File: config.mk
export PLATFORM = sky130hd
export DESIGN_NAME = reg_file_flat
export DESIGN_NICKNAME = d
export VERILOG_FILES = /design/src/rtl/rv_pkg.sv /design/src/rtl/reg_file_if.sv /design/src/rtl/reg_file_rf_read_port.sv /design/src/rtl/reg_file.sv /design/src/flat_wrapper.sv
export SDC_FILE = /design/constraint.sdc
export NUM_CORES = 2
export LEC_CHECK = 0
export CORE_MARGIN = 4
export CORE_UTILIZATION = 65
export CTS_CLUSTER_DIAMETER = 50
export DETAILED_ROUTE_END_ITERATION = 8
export GPL_TIMING_DRIVEN = 1
export PLACE_DENSITY = 0.79
export SLEW_MARGIN = 20
export SYNTH_ARGS = -nofsm -noshare
export SYNTH_HDL_FRONTEND = slang
export SYNTH_HIERARCHICAL = 1
export SYNTH_SLANG_ARGS = --single-unit
File: constraint.sdc
create_clock -name clk -period 5.74 [get_ports clk]
set_input_delay 1.148 -clock clk [delete_from_list [all_inputs] [get_ports clk]]
set_output_delay 1.148 -clock clk [all_outputs]
set_load 0.03 [all_outputs]
File: src/rtl/rv_pkg.sv
// ----------------------------------------------------------------------------
// rv_pkg
// Shared constants and types for the RISC-V integer datapath.
//   XLEN      : integer register width
//   REG_AW    : register address width
//   NREG      : number of architectural integer registers
//   ZERO_REG  : address of the hardwired-zero register x0
//   word_t    : one XLEN-wide data word
//   reg_addr_t: one register address
//   sat_inc16 : 16-bit increment that sticks at all-ones
// ----------------------------------------------------------------------------
package rv_pkg;

   localparam int XLEN   = 32;
   localparam int REG_AW = 5;
   localparam int NREG   = 32;

   typedef logic [XLEN-1:0]   word_t;
   typedef logic [REG_AW-1:0] reg_addr_t;

   localparam reg_addr_t ZERO_REG = 5'd0;

   function automatic logic [15:0] sat_inc16(input logic [15:0] i_val);
      return (i_val == 16'hFFFF) ? i_val : i_val + 16'd1;
   endfunction

endpackage : rv_pkg

File: src/rtl/reg_file_if.sv
// ----------------------------------------------------------------------------
// reg_file_if
// Bus between the core pipeline (master) and the integer register file
// (slave).
//   rs1_addr/rs2_addr : read port addresses         (master -> slave)
//   rs1_data/rs2_data : read port data              (slave  -> master)
//   rd_we/rd_addr     : write enable and address    (master -> slave)
//   rd_data           : write data, writeback mux   (master -> slave)
//   wr_count          : saturating committed-write count (slave -> master)
// ----------------------------------------------------------------------------
interface reg_file_if #(
   parameter int XLEN = rv_pkg::XLEN,
   parameter int AW   = rv_pkg::REG_AW
);

   logic [AW-1:0]   rs1_addr;
   logic [AW-1:0]   rs2_addr;
   logic [XLEN-1:0] rs1_data;
   logic [XLEN-1:0] rs2_data;
   logic            rd_we;
   logic [AW-1:0]   rd_addr;
   logic [XLEN-1:0] rd_data;
   logic [15:0]     wr_count;

   modport master (
      output rs1_addr, rs2_addr, rd_we, rd_addr, rd_data,
      input  rs1_data, rs2_data, wr_count
   );

   modport slave (
      input  rs1_addr, rs2_addr, rd_we, rd_addr, rd_data,
      output rs1_data, rs2_data, wr_count
   );

endinterface : reg_file_if

File: src/rtl/reg_file_rf_read_port.sv
// ----------------------------------------------------------------------------
// rf_read_port
// One combinational read port of the integer register file: selects a word
// from the flattened register image, forces x0 (and any unimplemented
// address) to zero and, when RF_BYPASS_EN is defined, forwards the write
// data that is being committed to the same address this cycle.
//   i_regs    : register image, entry 0 is a constant zero
//   i_addr    : read address
//   i_wr_en   : write is being committed this cycle  (RF_BYPASS_EN only)
//   i_wr_addr : write address                        (RF_BYPASS_EN only)
//   i_wr_data : write data                           (RF_BYPASS_EN only)
//   o_data    : read data
// Build option: RF_BYPASS_EN selects write-first forwarding.
// ----------------------------------------------------------------------------
module rf_read_port #(
   parameter int XLEN = 32,
   parameter int NREG = 32,
   parameter int AW   = 5
) (
   input  logic [NREG-1:0][XLEN-1:0] i_regs,
   input  logic [AW-1:0]             i_addr,
`ifdef RF_BYPASS_EN
   input  logic                      i_wr_en,
   input  logic [AW-1:0]             i_wr_addr,
   input  logic [XLEN-1:0]           i_wr_data,
`endif
   output logic [XLEN-1:0]           o_data
);

   import rv_pkg::*;

   logic w_addr_ok;

   // Only a partially populated address space needs a range check.
   if (NREG < (1 << AW)) begin : g_partial
      assign w_addr_ok = (i_addr < AW'(NREG));
   end else begin : g_full
      assign w_addr_ok = 1'b1;
   end

   // NOTE: o_data gets a default before any condition so no path leaves it
   // unassigned, which would otherwise infer a latch.
   always_comb begin
      o_data = '0;
      if ((i_addr != AW'(ZERO_REG)) && w_addr_ok) begin
         o_data = i_regs[i_addr];
      end
`ifdef RF_BYPASS_EN
      if (i_wr_en && (i_wr_addr != AW'(ZERO_REG)) && (i_wr_addr == i_addr)) begin
         o_data = i_wr_data;
      end
`endif
   end

endmodule : rf_read_port

File: src/rtl/reg_file.sv
// ----------------------------------------------------------------------------
// reg_file
// 32 x XLEN integer register file: two combinational read ports and one
// synchronous write port; x0 is a constant zero and is never stored.
//   clk   : core clock, state updates on the rising edge
//   rst_n : asynchronous active-low reset, clears x1..x(NREG-1) and wr_count
//   bus   : reg_file_if.slave (read ports, write port, wr_count)
// Build option: RF_BYPASS_EN makes reads of the address being written return
// the new data in the same cycle; without it the old value is returned.
// ----------------------------------------------------------------------------
module reg_file #(
   parameter int XLEN = rv_pkg::XLEN,
   parameter int NREG = rv_pkg::NREG,
   parameter int AW   = rv_pkg::REG_AW
) (
   input  logic      clk,
   input  logic      rst_n,
   reg_file_if.slave bus
);

   import rv_pkg::*;

   logic [NREG-1:1][XLEN-1:0] r_regs;
   logic [NREG-1:0][XLEN-1:0] w_regs;
   logic [15:0]               r_wr_count;
   logic                      r_armed;
   logic                      w_addr_ok;
   logic                      w_commit;

   if (NREG < (1 << AW)) begin : g_partial
      assign w_addr_ok = (bus.rd_addr < AW'(NREG));
   end else begin : g_full
      assign w_addr_ok = 1'b1;
   end

   // The first rising edge after reset release only arms the write port, so
   // a write presented on the release edge can never slip into the array.
   always_ff @(posedge clk or negedge rst_n) begin
      if (!rst_n) begin
         r_armed <= 1'b0;
      end else begin
         r_armed <= 1'b1;
      end
   end

   assign w_commit = r_armed && bus.rd_we && w_addr_ok &&
                     (bus.rd_addr != AW'(ZERO_REG));

   // NOTE: the array itself is reset because software may read any register
   // right after reset and must see zero; this rules out a RAM macro.
   always_ff @(posedge clk or negedge rst_n) begin
      if (!rst_n) begin
         r_regs <= '0;
      end else if (w_commit) begin
         // NOTE: non-blocking so same-edge readers of r_regs see the old value.
         r_regs[bus.rd_addr] <= bus.rd_data;
      end
   end

   always_ff @(posedge clk or negedge rst_n) begin
      if (!rst_n) begin
         r_wr_count <= '0;
      end else if (w_commit) begin
         r_wr_count <= sat_inc16(r_wr_count);
      end
   end

   assign bus.wr_count = r_wr_count;

   // Read image with x0 as a constant zero rather than a stored word.
   always_comb begin
      w_regs            = '0;
      w_regs[NREG-1:1]  = r_regs;
   end

   rf_read_port #(
      .XLEN (XLEN),
      .NREG (NREG),
      .AW   (AW)
   ) u_rd1 (
      .i_regs    (w_regs),
      .i_addr    (bus.rs1_addr),
`ifdef RF_BYPASS_EN
      .i_wr_en   (w_commit),
      .i_wr_addr (bus.rd_addr),
      .i_wr_data (bus.rd_data),
`endif
      .o_data    (bus.rs1_data)
   );

   rf_read_port #(
      .XLEN (XLEN),
      .NREG (NREG),
      .AW   (AW)
   ) u_rd2 (
      .i_regs    (w_regs),
      .i_addr    (bus.rs2_addr),
`ifdef RF_BYPASS_EN
      .i_wr_en   (w_commit),
      .i_wr_addr (bus.rd_addr),
      .i_wr_data (bus.rd_data),
`endif
      .o_data    (bus.rs2_data)
   );

endmodule : reg_file

File: src/flat_wrapper.sv
// flat-port wrapper written by rule: the top's interface ports become plain ports
module reg_file_flat import rv_pkg::*;
#(
   parameter int XLEN = rv_pkg::XLEN,
   parameter int NREG = rv_pkg::NREG,
   parameter int AW   = rv_pkg::REG_AW
)
  (clk, rst_n, bus_rs1_addr, bus_rs2_addr, bus_rd_we, bus_rd_addr, bus_rd_data, bus_rs1_data, bus_rs2_data, bus_wr_count);
  reg_file_if #(.XLEN(XLEN), .AW(AW)) bus_i ();
  input  logic clk;
  input  logic rst_n;
  input wire logic [$bits(bus_i.rs1_addr)-1:0] bus_rs1_addr;
  input wire logic [$bits(bus_i.rs2_addr)-1:0] bus_rs2_addr;
  input wire logic [$bits(bus_i.rd_we)-1:0] bus_rd_we;
  input wire logic [$bits(bus_i.rd_addr)-1:0] bus_rd_addr;
  input wire logic [$bits(bus_i.rd_data)-1:0] bus_rd_data;
  output wire logic [$bits(bus_i.rs1_data)-1:0] bus_rs1_data;
  output wire logic [$bits(bus_i.rs2_data)-1:0] bus_rs2_data;
  output wire logic [$bits(bus_i.wr_count)-1:0] bus_wr_count;
  assign bus_i.rs1_addr = bus_rs1_addr;
  assign bus_i.rs2_addr = bus_rs2_addr;
  assign bus_i.rd_we = bus_rd_we;
  assign bus_i.rd_addr = bus_rd_addr;
  assign bus_i.rd_data = bus_rd_data;
  assign bus_rs1_data = bus_i.rs1_data;
  assign bus_rs2_data = bus_i.rs2_data;
  assign bus_wr_count = bus_i.wr_count;
  reg_file #(.XLEN(XLEN), .NREG(NREG), .AW(AW)) u_core (.clk(clk), .rst_n(rst_n), .bus(bus_i));
endmodule
==> impl_metrics.ini <==
[yosys]
synth_cell_types = 49
synth_seq_cells = 1009
ys_seq_area_frac = 0.461
synth_area_per_cell_um2 = 15.1
syn-instance-count = 3637
netlist_area_mm2 = 0.0547
synth_edf_count = 0
async_reset_ff_frac = 1.00
synthFlopType = dfrtp_1
synth_warnings = 6

[global_routing]
gr-total-overflow = 0
first_global_vias = 38912
grt_usage = 0.377
antenna_found_initial = 3
grt_pass1_wl_mm = 251
grt_max_degree = 193

[power_and_ir_drop]
ir_worst_vdd_v = 0.000318
leakage_nw = 27.2
power_density_mw_per_mm2 = 331

[layout]
nets = 3723
area_growth_syn_to_layout_pct = 12.8
final_layout_size_suffix_gt1_frac = 0.517
instances_no_fill = 4853

[clock_tree]
holdBufCountCts = 0
cts_sinks = 1009
ctsRootBufferMaster = clkbuf_16
cts_setup_buffers = 0
path_clk_slew_ns = 0.05
cts_htree_levels = 3
clockBufferDepth = 3
cts_buffers = 120
cts_resized = 0
cts_tree = built
clk_latency_ns = 0.70

[worst_setup_path]
cp-end-kind = output port
crit_chain = buf_2, nor2b_4, buf_4, a22oi_1, a311oi_1, buf_12
crit_path_start_kind = input port
path_buf_inv = 3
crit_path_top_delay_cell = nor2b_4
cpPeakStageDelay_ns = 0.90
critPathRequiredTime_ns = 4.59
worstPathArrival_ns = 4.06
crit_fanout = 22
crit_family = buffers and inverters
crit_type = in2out

[floorplan]
rows = 106
core_mm2 = 0.0836
die_y_um = 298
start_util = 0.655
dieArea_mm2 = 0.0889
ioPinCount = 130
die_w_um = 298

[sta]
hold_violations = 0
finalSetupTns_ns = 0
report.final.slew_viol_count = 0
period_share = 0.907
rsz0062_at_grt = false
fmax_ghz = 0.192
report.final.setup_viol = 0
tightestPinTransition_ns = 1.22
maxSlewHeadroom = 0.186
finalCriticalPeriod_ns = 5.21
finalClockSkew_ns = 0.0218

[flow_run]
cap_violations = 0

[drt]
met3_length_mm = 19.2
via_per_inst = 7.54
routed_wl_mm = 168
wl_met2_mm = 78.7
ant_nets = 0
highest_layer = met5
met1_length_mm = 60.5
drc = 0
vias = 36612
wl_per_cell_um = 34.6
firstDrtPassIters = 5
drt_iter0_markers = 4287

[place]
place.gp.congestion = 0.867
place_hpwl_mm = 101
io_buffers = 129
dp.cells = 4629

[min_path]
hold_path_class = in2async

[status]
status = completed
==> cell usage after synthesis, drive strengths merged (2+ instances only) <==
library cell | number | share of area
or4 | 2 | 0.00041
mux2 | 1059 | 0.22
nand3b | 3 | 0.00041
nor2b | 70 | 0.0081
nand2 | 51 | 0.0035
a211oi | 64 | 0.0088
dfrtp | 1009 | 0.46
inv | 2 | 0.00014
and2 | 2 | 0.00023
mux4 | 448 | 0.18
nor3b | 4 | 0.00055
nor3 | 9 | 0.0010
a221oi | 48 | 0.0077
a311oi | 64 | 0.011
nand4 | 7 | 0.00080
nor4 | 7 | 0.00091
nand3 | 6 | 0.00055
mux2i | 128 | 0.023
and3 | 3 | 0.00034
o21ai | 113 | 0.010
xor2 | 13 | 0.0021
a22oi | 64 | 0.0088
clkbuf | 160 | 0.011
nor2 | 29 | 0.0023
or2 | 5 | 0.00057
buf | 240 | 0.029
o2111ai | 16 | 0.0026
conb | 2 | 0.00014
nand2b | 4 | 0.00046
==> state kept, by name (all words and copies together), names as in the netlist <==
| signal | count |
|---|---|
| u_core/r_armed | 1 |
| u_core/bus.wr_count | 16 |
| u_core/r_regs | 992 |
==> area by class of cell <==
class / instances / area [um2]
clock inverters: 59 / 796
flip-flops and latches: 1009 / 25200
well taps: 1080 / 1350
diodes: 5 / 12.5
repair buffers: 250 / 3180
clock buffers: 159 / 3450
multi-input cells: 2289 / 27700
fillers: 5055 / 21800
inverters: 2 / 10.0
==> layer usage <==
metal | vias to the layer above | track usage
met5 | - | 0
met4 | 2 | 0.178
met3 | 585 | 0.0992
met2 | 2387 | 0.587
met1 | 19451 | 0.505
li1 | 14187 | -
==> cell families (layout without fill, tap and decap cells) <==
logic type / Yosys count / in the layout / share of synthesized area
mux: 1635 / 1635 / 0.426
flops: 1009 / 1009 / 0.461
compound gates: 370 / 370 / 0.0491
fa+ha+maj: 1 / 1 / 0.000229
buf+inv: 402 / 470 / 0.0409
other cells: 2 / 70 / 0.000137
simple gates: 205 / 205 / 0.0207
xor+xnor: 13 / 13 / 0.00208
==> path summary, 6_finish.rpt <==
kind | slack, ns | startpoint | to | depth (start not counted)
hold / removal | 0.45 | rst_n | u_core/r_regs[122] | 1
max in group asynchronous | 3.74 | rst_n | u_core/r_regs[810] | 3
setup reg to reg | 2.96 | u_core/r_armed | u_core/r_regs[76] | 4
min in group clk | 0.51 | u_core/r_regs[396] | u_core/r_regs[396] | 1
hold reg to reg | 0.51 | u_core/r_regs[396] | u_core/r_regs[396] | 1
setup / recovery | 0.53 | bus_rs1_addr[3] | bus_rs1_data[27] | 6
==> power by group <==
group	switching (W)	internal, W
Combinational	0.00165	0.00201
Sequential	0.000722	0.00806
Clock	0.00316	0.00486
Total	0.00553	0.0149
==> layout by cell type, fill, tap and decap left out, drive strengths merged, types with 14 or more instances in the layout <==
cell type      count
clkinv            23
mux4             448
buf              207
nor2b             70
nand2             51
mux2i            128
o2111ai           16
a22oi             64
clkdlybuf4s50     43
o21ai            113
mux2            1059
clkinvlp          14
a211oi            64
dfrtp           1009
conb              65
a221oi            48
nor2              29
clkbuf           159
bufinv            14
a311oi            64
==> metrics by stage <==
| stage | utilization | power [W] | cell area, um2 | hold slack [ns] | setup slack [ns] |
|---|---|---|---|---|---|
| 2_1_floorplan | - | 0.0112 | 55000 | 0.470 | 1.64 |
| 3_3_place_gp | 0.688 | 0.0122 | 57500 | 0.479 | 0.684 |
| 4_1_cts | 0.739 | 0.0204 | 61800 | 0.468 | 0.576 |
| 3_5_place_dp | 0.688 | 0.0125 | 57500 | 0.497 | 0.616 |
| 5_1_grt | 0.739 | 0.0211 | 61700 | 0.506 | 0.529 |
| 6_report | 0.739 | 0.0205 | 61800 | 0.448 | 0.535 |
Power figures use the tool's default switching activity.
